[src/rtl/uart_pkg.sv]
// Shared UART types: bus-master FSM states, read/write encoding and request payload.
package uart_pkg;

    localparam int unsigned UART_ADDR_W = 3;
    localparam int unsigned UART_DATA_W = 8;

    localparam logic UART_RW_READ  = 1'b1;
    localparam logic UART_RW_WRITE = 1'b0;

    typedef enum logic [2:0] {
        IDLE    = 3'd0,
        SETUP   = 3'd1,
        ACCESS  = 3'd2,
        RECOVER = 3'd3,
        IACK    = 3'd4
    } bus_master_state_e;

    typedef struct packed {
        logic                   write;
        logic [UART_ADDR_W-1:0] addr;
        logic [UART_DATA_W-1:0] wdata;
    } bus_req_t;

endpackage

[src/rtl/uart_bus_master.sv]
// Turns valid/ready register requests into the UART's chip-select bus cycle.
// Optional interrupt acknowledge sequencing under UART_BUS_MASTER_IACK_EN.
module uart_bus_master
    import uart_pkg::*;
#(
    parameter int unsigned ACCESS_CYCLES  = 3,
    parameter int unsigned RECOVER_CYCLES = 1
) (
    input  logic                   clk_i,
    input  logic                   rst_i,
    input  logic                   req_valid_i,
    output logic                   req_ready_o,
    input  logic                   req_write_i,
    input  logic [UART_ADDR_W-1:0] req_addr_i,
    input  logic [UART_DATA_W-1:0] req_wdata_i,
    output logic                   rsp_valid_o,
    output logic [UART_DATA_W-1:0] rsp_rdata_o,
    output logic                   chip_sel_n_o,
    output logic [UART_ADDR_W-1:0] address_o,
    output logic                   read_write_o,
    output logic [UART_DATA_W-1:0] data_o,
    output logic                   data_oe_o,
    input  logic [UART_DATA_W-1:0] data_i,
    input  logic                   ireq_n_i,
    output logic                   irq_o,
    input  logic                   int_ack_i,
    output logic                   iack_o
);

    localparam int unsigned MAX_CYCLES = (ACCESS_CYCLES > RECOVER_CYCLES) ? ACCESS_CYCLES
                                                                          : RECOVER_CYCLES;
    localparam int unsigned CNT_W      = $clog2(MAX_CYCLES + 1);
    localparam logic [CNT_W-1:0] ACC_LOAD = CNT_W'(ACCESS_CYCLES - 1);
    localparam logic [CNT_W-1:0] REC_LOAD = CNT_W'(RECOVER_CYCLES - 1);

    bus_master_state_e      state_q, state_d;
    logic [CNT_W-1:0]       cnt_q, cnt_d;
    bus_req_t               req_q, req_d;
    logic                   pend_d;
    logic                   accept_c;

    logic                   cs_n_d, rw_d, oe_d, iack_d, ready_d, rsp_valid_d;
    logic [UART_ADDR_W-1:0] addr_d;
    logic [UART_DATA_W-1:0] data_d, rdata_d;

    assign accept_c = req_valid_i && req_ready_o;

    // State, counter and latched request
    always_ff @(posedge clk_i) begin
        if (rst_i) begin
            state_q <= IDLE;
            cnt_q   <= '0;
            req_q   <= '0;
        end else begin
            state_q <= state_d;
            cnt_q   <= cnt_d;
            req_q   <= req_d;
        end
    end

    always_comb begin
        req_d = req_q;
        if (accept_c) begin
            req_d.write = req_write_i;
            req_d.addr  = req_addr_i;
            req_d.wdata = req_wdata_i;
        end
    end

`ifdef UART_BUS_MASTER_IACK_EN
    logic pend_q;
    logic irq_q;

    // Acks coalesce while pending; the flag is consumed when IDLE launches IACK
    always_comb begin
        pend_d = pend_q;
        if (int_ack_i) begin
            pend_d = 1'b1;
        end
        if (state_q == IDLE && pend_q) begin
            pend_d = 1'b0;
        end
    end

    always_ff @(posedge clk_i) begin
        if (rst_i) begin
            pend_q <= 1'b0;
            irq_q  <= 1'b0;
        end else begin
            pend_q <= pend_d;
            irq_q  <= !ireq_n_i;
        end
    end

    assign irq_o = irq_q;
`else
    logic unused_iack_c;

    assign pend_d        = 1'b0;
    assign irq_o         = 1'b0;
    assign unused_iack_c = int_ack_i ^ ireq_n_i;
`endif

    // Next state and cycle counter
    always_comb begin
        state_d = state_q;
        cnt_d   = cnt_q;
        if (cnt_q != '0) begin
            cnt_d = cnt_q - CNT_W'(1);
        end
        case (state_q)
            IDLE: begin
`ifdef UART_BUS_MASTER_IACK_EN
                if (pend_q) begin
                    state_d = IACK;
                    cnt_d   = ACC_LOAD;
                end else
`endif
                if (accept_c) begin
                    state_d = SETUP;
                end
            end
            SETUP: begin
                state_d = ACCESS;
                cnt_d   = ACC_LOAD;
            end
            ACCESS: begin
                if (cnt_q == '0) begin
                    state_d = RECOVER;
                    cnt_d   = REC_LOAD;
                end
            end
`ifdef UART_BUS_MASTER_IACK_EN
            IACK: begin
                if (cnt_q == '0) begin
                    state_d = RECOVER;
                    cnt_d   = REC_LOAD;
                end
            end
`endif
            RECOVER: begin
                if (cnt_q == '0) begin
                    state_d = IDLE;
                end
            end
            default: begin
                state_d = IDLE;
                cnt_d   = '0;
            end
        endcase
    end

    // Output values for the state being entered; registered below
    always_comb begin
        cs_n_d      = 1'b1;
        addr_d      = '0;
        rw_d        = UART_RW_READ;
        data_d      = '0;
        oe_d        = 1'b0;
        iack_d      = 1'b0;
        ready_d     = 1'b0;
        rsp_valid_d = 1'b0;
        rdata_d     = rsp_rdata_o;
        case (state_d)
            IDLE: begin
                ready_d = !pend_d;
            end
            SETUP, ACCESS: begin
                cs_n_d = (state_d != ACCESS);
                addr_d = req_d.addr;
                if (req_d.write) begin
                    rw_d   = UART_RW_WRITE;
                    data_d = req_d.wdata;
                    oe_d   = 1'b1;
                end
            end
            RECOVER: begin
                addr_d = req_d.addr;
                if (state_q == ACCESS) begin
                    rsp_valid_d = 1'b1;
                    rdata_d     = req_d.write ? '0 : data_i;
                end
            end
`ifdef UART_BUS_MASTER_IACK_EN
            IACK: begin
                iack_d = 1'b1;
            end
`endif
            default: ;
        endcase
    end

    always_ff @(posedge clk_i) begin
        if (rst_i) begin
            chip_sel_n_o <= 1'b1;
            address_o    <= '0;
            read_write_o <= UART_RW_READ;
            data_o       <= '0;
            data_oe_o    <= 1'b0;
            iack_o       <= 1'b0;
            req_ready_o  <= 1'b1;
            rsp_valid_o  <= 1'b0;
            rsp_rdata_o  <= '0;
        end else begin
            chip_sel_n_o <= cs_n_d;
            address_o    <= addr_d;
            read_write_o <= rw_d;
            data_o       <= data_d;
            data_oe_o    <= oe_d;
            iack_o       <= iack_d;
            req_ready_o  <= ready_d;
            rsp_valid_o  <= rsp_valid_d;
            rsp_rdata_o  <= rdata_d;
        end
    end

endmodule

[config.mk]
export PLATFORM = sky130hd
export DESIGN_NAME = uart_bus_master
export DESIGN_NICKNAME = d
export VERILOG_FILES = /design/src/rtl/uart_pkg.sv /design/src/rtl/uart_bus_master.sv
export SDC_FILE = /design/constraint.sdc
export NUM_CORES = 1
export LEC_CHECK = 0
export BUFFER_PORTS_ARGS = -buffer_cell sky130_fd_sc_hd__buf_2
export CAP_MARGIN = 20
export CORE_MARGIN = 5
export CORE_UTILIZATION = 35
export CTS_BUF_LIST = sky130_fd_sc_hd__clkbuf_4 sky130_fd_sc_hd__clkbuf_8
export DETAILED_ROUTE_END_ITERATION = 6
export HOLD_SLACK_MARGIN = 0.1
export PLACE_DENSITY_LB_ADDON = 0.1
export RECOVER_POWER = 25
export SYNTH_ARGS = -nofsm -noshare
export SYNTH_HDL_FRONTEND = slang
export SYNTH_SLANG_ARGS = --single-unit
[constraint.sdc]
create_clock -name clk_i -period 1.9 [get_ports clk_i]
set_input_delay 0.57 -clock clk_i [delete_from_list [all_inputs] [get_ports clk_i]]
set_output_delay 0.57 -clock clk_i [all_outputs]
set_load 0.01 [all_outputs]
; After elaboration in Yosys (flattened, before gate mapping)
; Index checks and enable logic that the tools add are counted.
[totals]
output_inout_bits = 26
ff_bits = 41
inputBits = 25
elab_cells = 51
[op_classes]
n_reduce_logical = 13
bitwise = 4
n_eq_ne = 7
mux = 13
n_addsub = 1
[op_table]
columns = cell, n
row1 = equality test 3 x 2 -> 1 bit (second input constant), 4
row2 = two-way mux 12 bit, 1
row3 = one-hot mux 3 bit (4 select lines), 1
row4 = OR reduction 2 bit, 5
row5 = two-way mux 3 bit, 3
row6 = two-way mux 8 bit, 1
row7 = equality test 3 x 1 -> 1 bit (second input constant), 2
row8 = zero test 3 bit, 2
row9 = one-hot mux 2 bit (3 select lines), 1
row10 = OR reduction 3 bit, 2
row11 = two-way mux 1 bit, 4
row12 = two-way mux 2 bit, 2
row13 = inverter 1 bit, 4
row14 = != test 3 x 2 -> 1 bit (second input constant), 1
row15 = zero test 2 bit, 1
row16 = AND reduction 2 bit, 1
row17 = nonzero test 2 bit, 1
row18 = subtractor 2 x 1 -> 2 bit (second input constant), 1
row19 = logical AND 1 bit, 1

; Depth between registers and ports, before layout
[logic_depth]
depth_word = 7
ltp_mapped = 6
mapped_depth_nobuf = 4

; Worst setup path before layout
; No wires, ideal clock.
[synth_path]
path_kind = input port to flip-flop
from = input req_valid_i
to = register data_o[7]
path_buffers = 0
setup_ps = 117
stages = 4
path_slack_ps = 440
arrival_ps = 1343
t_required_ps = 1783
path_cell_list = nand2_1 -> mux2_2 -> o31a_1 -> and4b_1
[synth_via]
elab_chain_len = 7
elab_cells_between_ends = 10
cone_classes = 2 x eq/ne / 3 x mux / 2 x bitwise / 3 x reduce/logical
[synth_rtl]
columns = element, line_no
row1 = "start, declared", uart_bus_master.sv:11  ; input logic req_valid_i,
row2 = logical AND 1 bit *, uart_bus_master.sv:46  ; assign accept_c = req_valid_i && req_ready_o;
row3 = two-way mux 3 bit, uart_bus_master.sv:119  ; if (accept_c) begin
row4 = one-hot mux 3 bit (4 select lines), uart_bus_master.sv:111  ; case (state_q)
row5 = equality test 3 x 1 -> 1 bit / equality test 3 x 2 -> 1 bit (equally long branches), uart_bus_master.sv:164  ; case (state_d)
row6 = OR reduction 2 bit, uart_bus_master.sv:164
row7 = inverter 1 bit (no line), n/a
row8 = OR reduction 3 bit (no line), n/a
row9 = "end signal, assigned", uart_bus_master.sv:208  ; data_o <= data_d;
row10 = "end, declared", uart_bus_master.sv:21  ; output logic [UART_DATA_W-1:0] data_o,
; Every way passes the cells marked *; elsewhere a longest branch is shown, timed or not.
; A chain may end at the register's enable or synchronous reset.

; Worst setup path after layout
; Same ends and word-level chain as after synthesis.

==> results.md <==
* DR iter-0 viols at 58
* DR DRC count at 0
* Die area at 5450 µm²
* Final Non-Filler Cells at 241
* Vias in the first global route at 1137
* PnR worst setup slack at roughly 0.37 ns
* Worst-path clk slew at 0.07 ns
* Total grt overflow at 0
* Buffers & Inverters on Critical Path at 2
* Utilization after layout at 0.447
* Least-Margin Pin Slew at 0.503 ns
* CP Data Required Time at 2.13 ns
* GR Util All Layers at 0.124
* Max IR drop VDD at 0.274 mV
* Type of origin of the critical path: input pin
* Period Utilization, post-route at 0.805
* Antenna Nets Post-Route at 0
* Synth top area share at 0.576
* Clock Sinks at just over 40
* CTS tree: built
* Core footprint at 3970 µm²
* Max frequency at 654 MHz
* Delay-heaviest family, CP: buffers and inverters
* Synth Instances at 141
* Crit path cell chain: clkbuf_1, nand2_1, clkbuf_1, nand2_1, a21oi_1, and4b_1
* Clk buf depth at 2
* FP Rows at 23
* Post-Syn Area at around 1400 µm²
* Die Span Y at between 70 and 80 µm
* Antenna diodes at 0
* Place WS at 0.171 ns
* RR Startpoint: state_q[0]
* Max stage delay cell, worst path: clkbuf_1
* Post-synth top area cell: dfxtp_1
* Setup_tns at 0 ns
* Critical path type: input pin to register
* Routed vias at 1134
* Crit. End Element: register
* Drt pass-1 iters at 4
* Initial antenna violation count at 0
* Post_cts resized at 0
* Reg-to-Reg End: data_o[4]
* Critical path arrival at 1.76 ns
* Max Cap Viol at 0
* Number of distinct library cells after synthesis at 29
* Die X-Extent at 73.8 µm
* Synth Warn # at 0
* Initial core utilization at 0.359
* Routed wl met2 at between 1000 and 1500 µm
* Largest net degree at the start of global routing at 17
* Worst Skew at approximately 0.0032 ns
* Global-route wire length before repair at approximately 5000 µm
* Post-CTS Setup Bufs at 0
* Clk root buf: clkbuf_8
* GPL Wtd Cong at 0.804
* Top sig layer: met4
* Layout area overhead at 24.7%
* Top cells by area, synth: dfxtp_1, nor2_1, mux2i_1, a21oi_1, nand3_1
* Layout cells sized above 1 at 0.309
* Slew margin rel. at 0.658
* FF/Latch Area at 821 µm²
* Final Hold Fails at 0
* Fin crit period at ~1.5 ns
* Met3 WL at 272 µm
* Hold Path Sink: rsp_rdata_o[3]
* Avg Inst Size Synth at 10.1 µm²
* Fillers at a little over 400
* Via density at 4.71
* Final Max Slew Viols at 0
* Worst path max stage delay at about 0.44 ns
* HPWL after DPL at 2300 µm
* Seq/Total Area, Yosys at 0.576
* Worst-Skew Late Latency at 0.28 ns
* Pwr Density at 901 nW/µm²
* Number of synthesized register bits at 41
* Setup slack, reg-to-reg at 0.41 ns
* IO Pins at 51
* Worst Min Path Start: rsp_rdata_o[3]
* HP Class: register to register
* Worst hold stages at 2
* Final Net Count at 216
* RSZ-0062 raised after global routing: false
* Port Buffer Count at 46
* Crit path max fanout at 7
* WHS at 0.454 ns
* CTS Buf Count at 5
* Status: complete, no violations
* CTS H-Tree Depth at 2
* Final WL at approximately 3000 µm
* DR WL/cell at ~13 µm
* Hold_buf cts at 0
* Final setup viols at 0
* R2R depth at 4
* Metal-1 WL at 1310 µm
* Leak Pwr at 0.803 nW
* # placed instances at 234
* Multi-input logic area at approximately 550 µm²
-- registers in the layout (all words and copies together) (netlist names), 2 cells and up --
name	count
data_o	8
address_o	3
rsp_rdata_o	8
state_q	3
req_q	12
cnt_q	2
-- layout make-up --
class,count,share of cell area
Tap cell,50,0.0352
Timing Repair Buffer,49,0.137
Sequential cell,41,0.462
Clock buffer,7,0.0507
Multi-Input combinational cell,91,0.309
Inverter,3,0.00634
-- worst max path at each step --
stage                            from        endpoint  slack [ns]  depth (start not counted)
after floorplan           req_valid_i       data_o[7]        0.44                          4
after detailed placement  req_valid_i  rsp_rdata_o[7]        0.17                          5
after global routing       state_q[0]       data_o[4]        0.20                          4
final                     req_valid_i       data_o[7]        0.37                          6
after CTS                  state_q[0]       data_o[4]        0.38                          4
after global placement    req_valid_i  rsp_rdata_o[7]        0.22                          5
-- metal layers --
metal / up-vias / track usage
met3: 8 / 0.0602
li1: 565 / -
met4: 0 / 0.0523
met5: - / 0
met2: 45 / 0.196
met1: 516 / 0.141
-- through the flow --
stage	cell area [µm²]	power, mW
CTS	1790	1.63
global placement	1700	1.06
detailed placement	1700	1.06
floorplan	1430	1.01
global route	1780	1.69
finish	1780	1.60
-- report_power, final --
part | total, mW | internal (mW) | switching, mW
Combinational | 0.133 | 0.0585 | 0.0744
Clock | 0.566 | 0.302 | 0.264
Sequential | 0.902 | 0.887 | 0.0152
Total | 1.60 | 1.25 | 0.354
-- cells in the final DEF (no fill, tap or decap) --
| cell | synthesis | layout |
|---|---|---|
| mux2_2 | 1 | 1 |
| clkbuf_4 | 0 | 1 |
| dfxtp_1 | 41 | 41 |
| mux2i_1 | 10 | 10 |
| mux2i_2 | 1 | 1 |
| o311a_1 | 1 | 1 |
| and2_1 | 1 | 1 |
| and4b_1 | 1 | 1 |
| xnor2_1 | 1 | 1 |
| nor2b_1 | 1 | 1 |
| o311ai_4 | 1 | 1 |
| nor2_1 | 29 | 29 |
| nor3b_2 | 1 | 1 |
| nor3_1 | 1 | 1 |
| inv_1 | 2 | 2 |
| buf_2 | 2 | 44 |
| o31a_1 | 1 | 1 |
| conb_1 | 1 | 3 |
| nor4bb_1 | 1 | 1 |
| nor4bb_2 | 1 | 1 |
| nor4_4 | 1 | 1 |
| a21oi_1 | 10 | 10 |
| clkbuf_8 | 0 | 6 |
| a211oi_1 | 1 | 1 |
| nand3_1 | 9 | 9 |
| buf_4 | 3 | 1 |
| o21ai_0 | 3 | 3 |
| inv_2 | 1 | 1 |
| clkbuf_1 | 2 | 4 |
| nand2_1 | 12 | 12 |
-- cells by family after synthesis --
logic type / Yosys count / synth area share
muxes: 12 / 0.0878
and+or+nand+nor: 58 / 0.201
buffers and inverters: 11 / 0.0439
other: 1 / 0.00263
AOI/OAI and AO/OA: 17 / 0.0825
DFF: 41 / 0.576
xor gates and xnor gates: 1 / 0.00615
-- cells in the mapped netlist --
cell type	n
dfxtp_1	41
nor2_1	29
nand2_1	12
a21oi_1	10
mux2i_1	10
nand3_1	9
buf_4	3
o21ai_0	3
buf_2	2
clkbuf_1	2
inv_1	2
a211oi_1	1
and2_1	1
and4b_1	1
buf_6	1
conb_1	1
inv_2	1
mux2_2	1
mux2i_2	1
nor2b_1	1
nor3_1	1
nor3b_2	1
nor4_4	1
nor4bb_1	1
nor4bb_2	1
o311a_1	1
o311ai_4	1
o31a_1	1
xnor2_1	1
-- worst min-delay path: stages, from the launching register on --
cell and delay [ns]:
dfxtp_1 0.31, nand2_1 0.05, a21oi_1 0.05
Note: power is estimated with default switching activity, not from simulation.
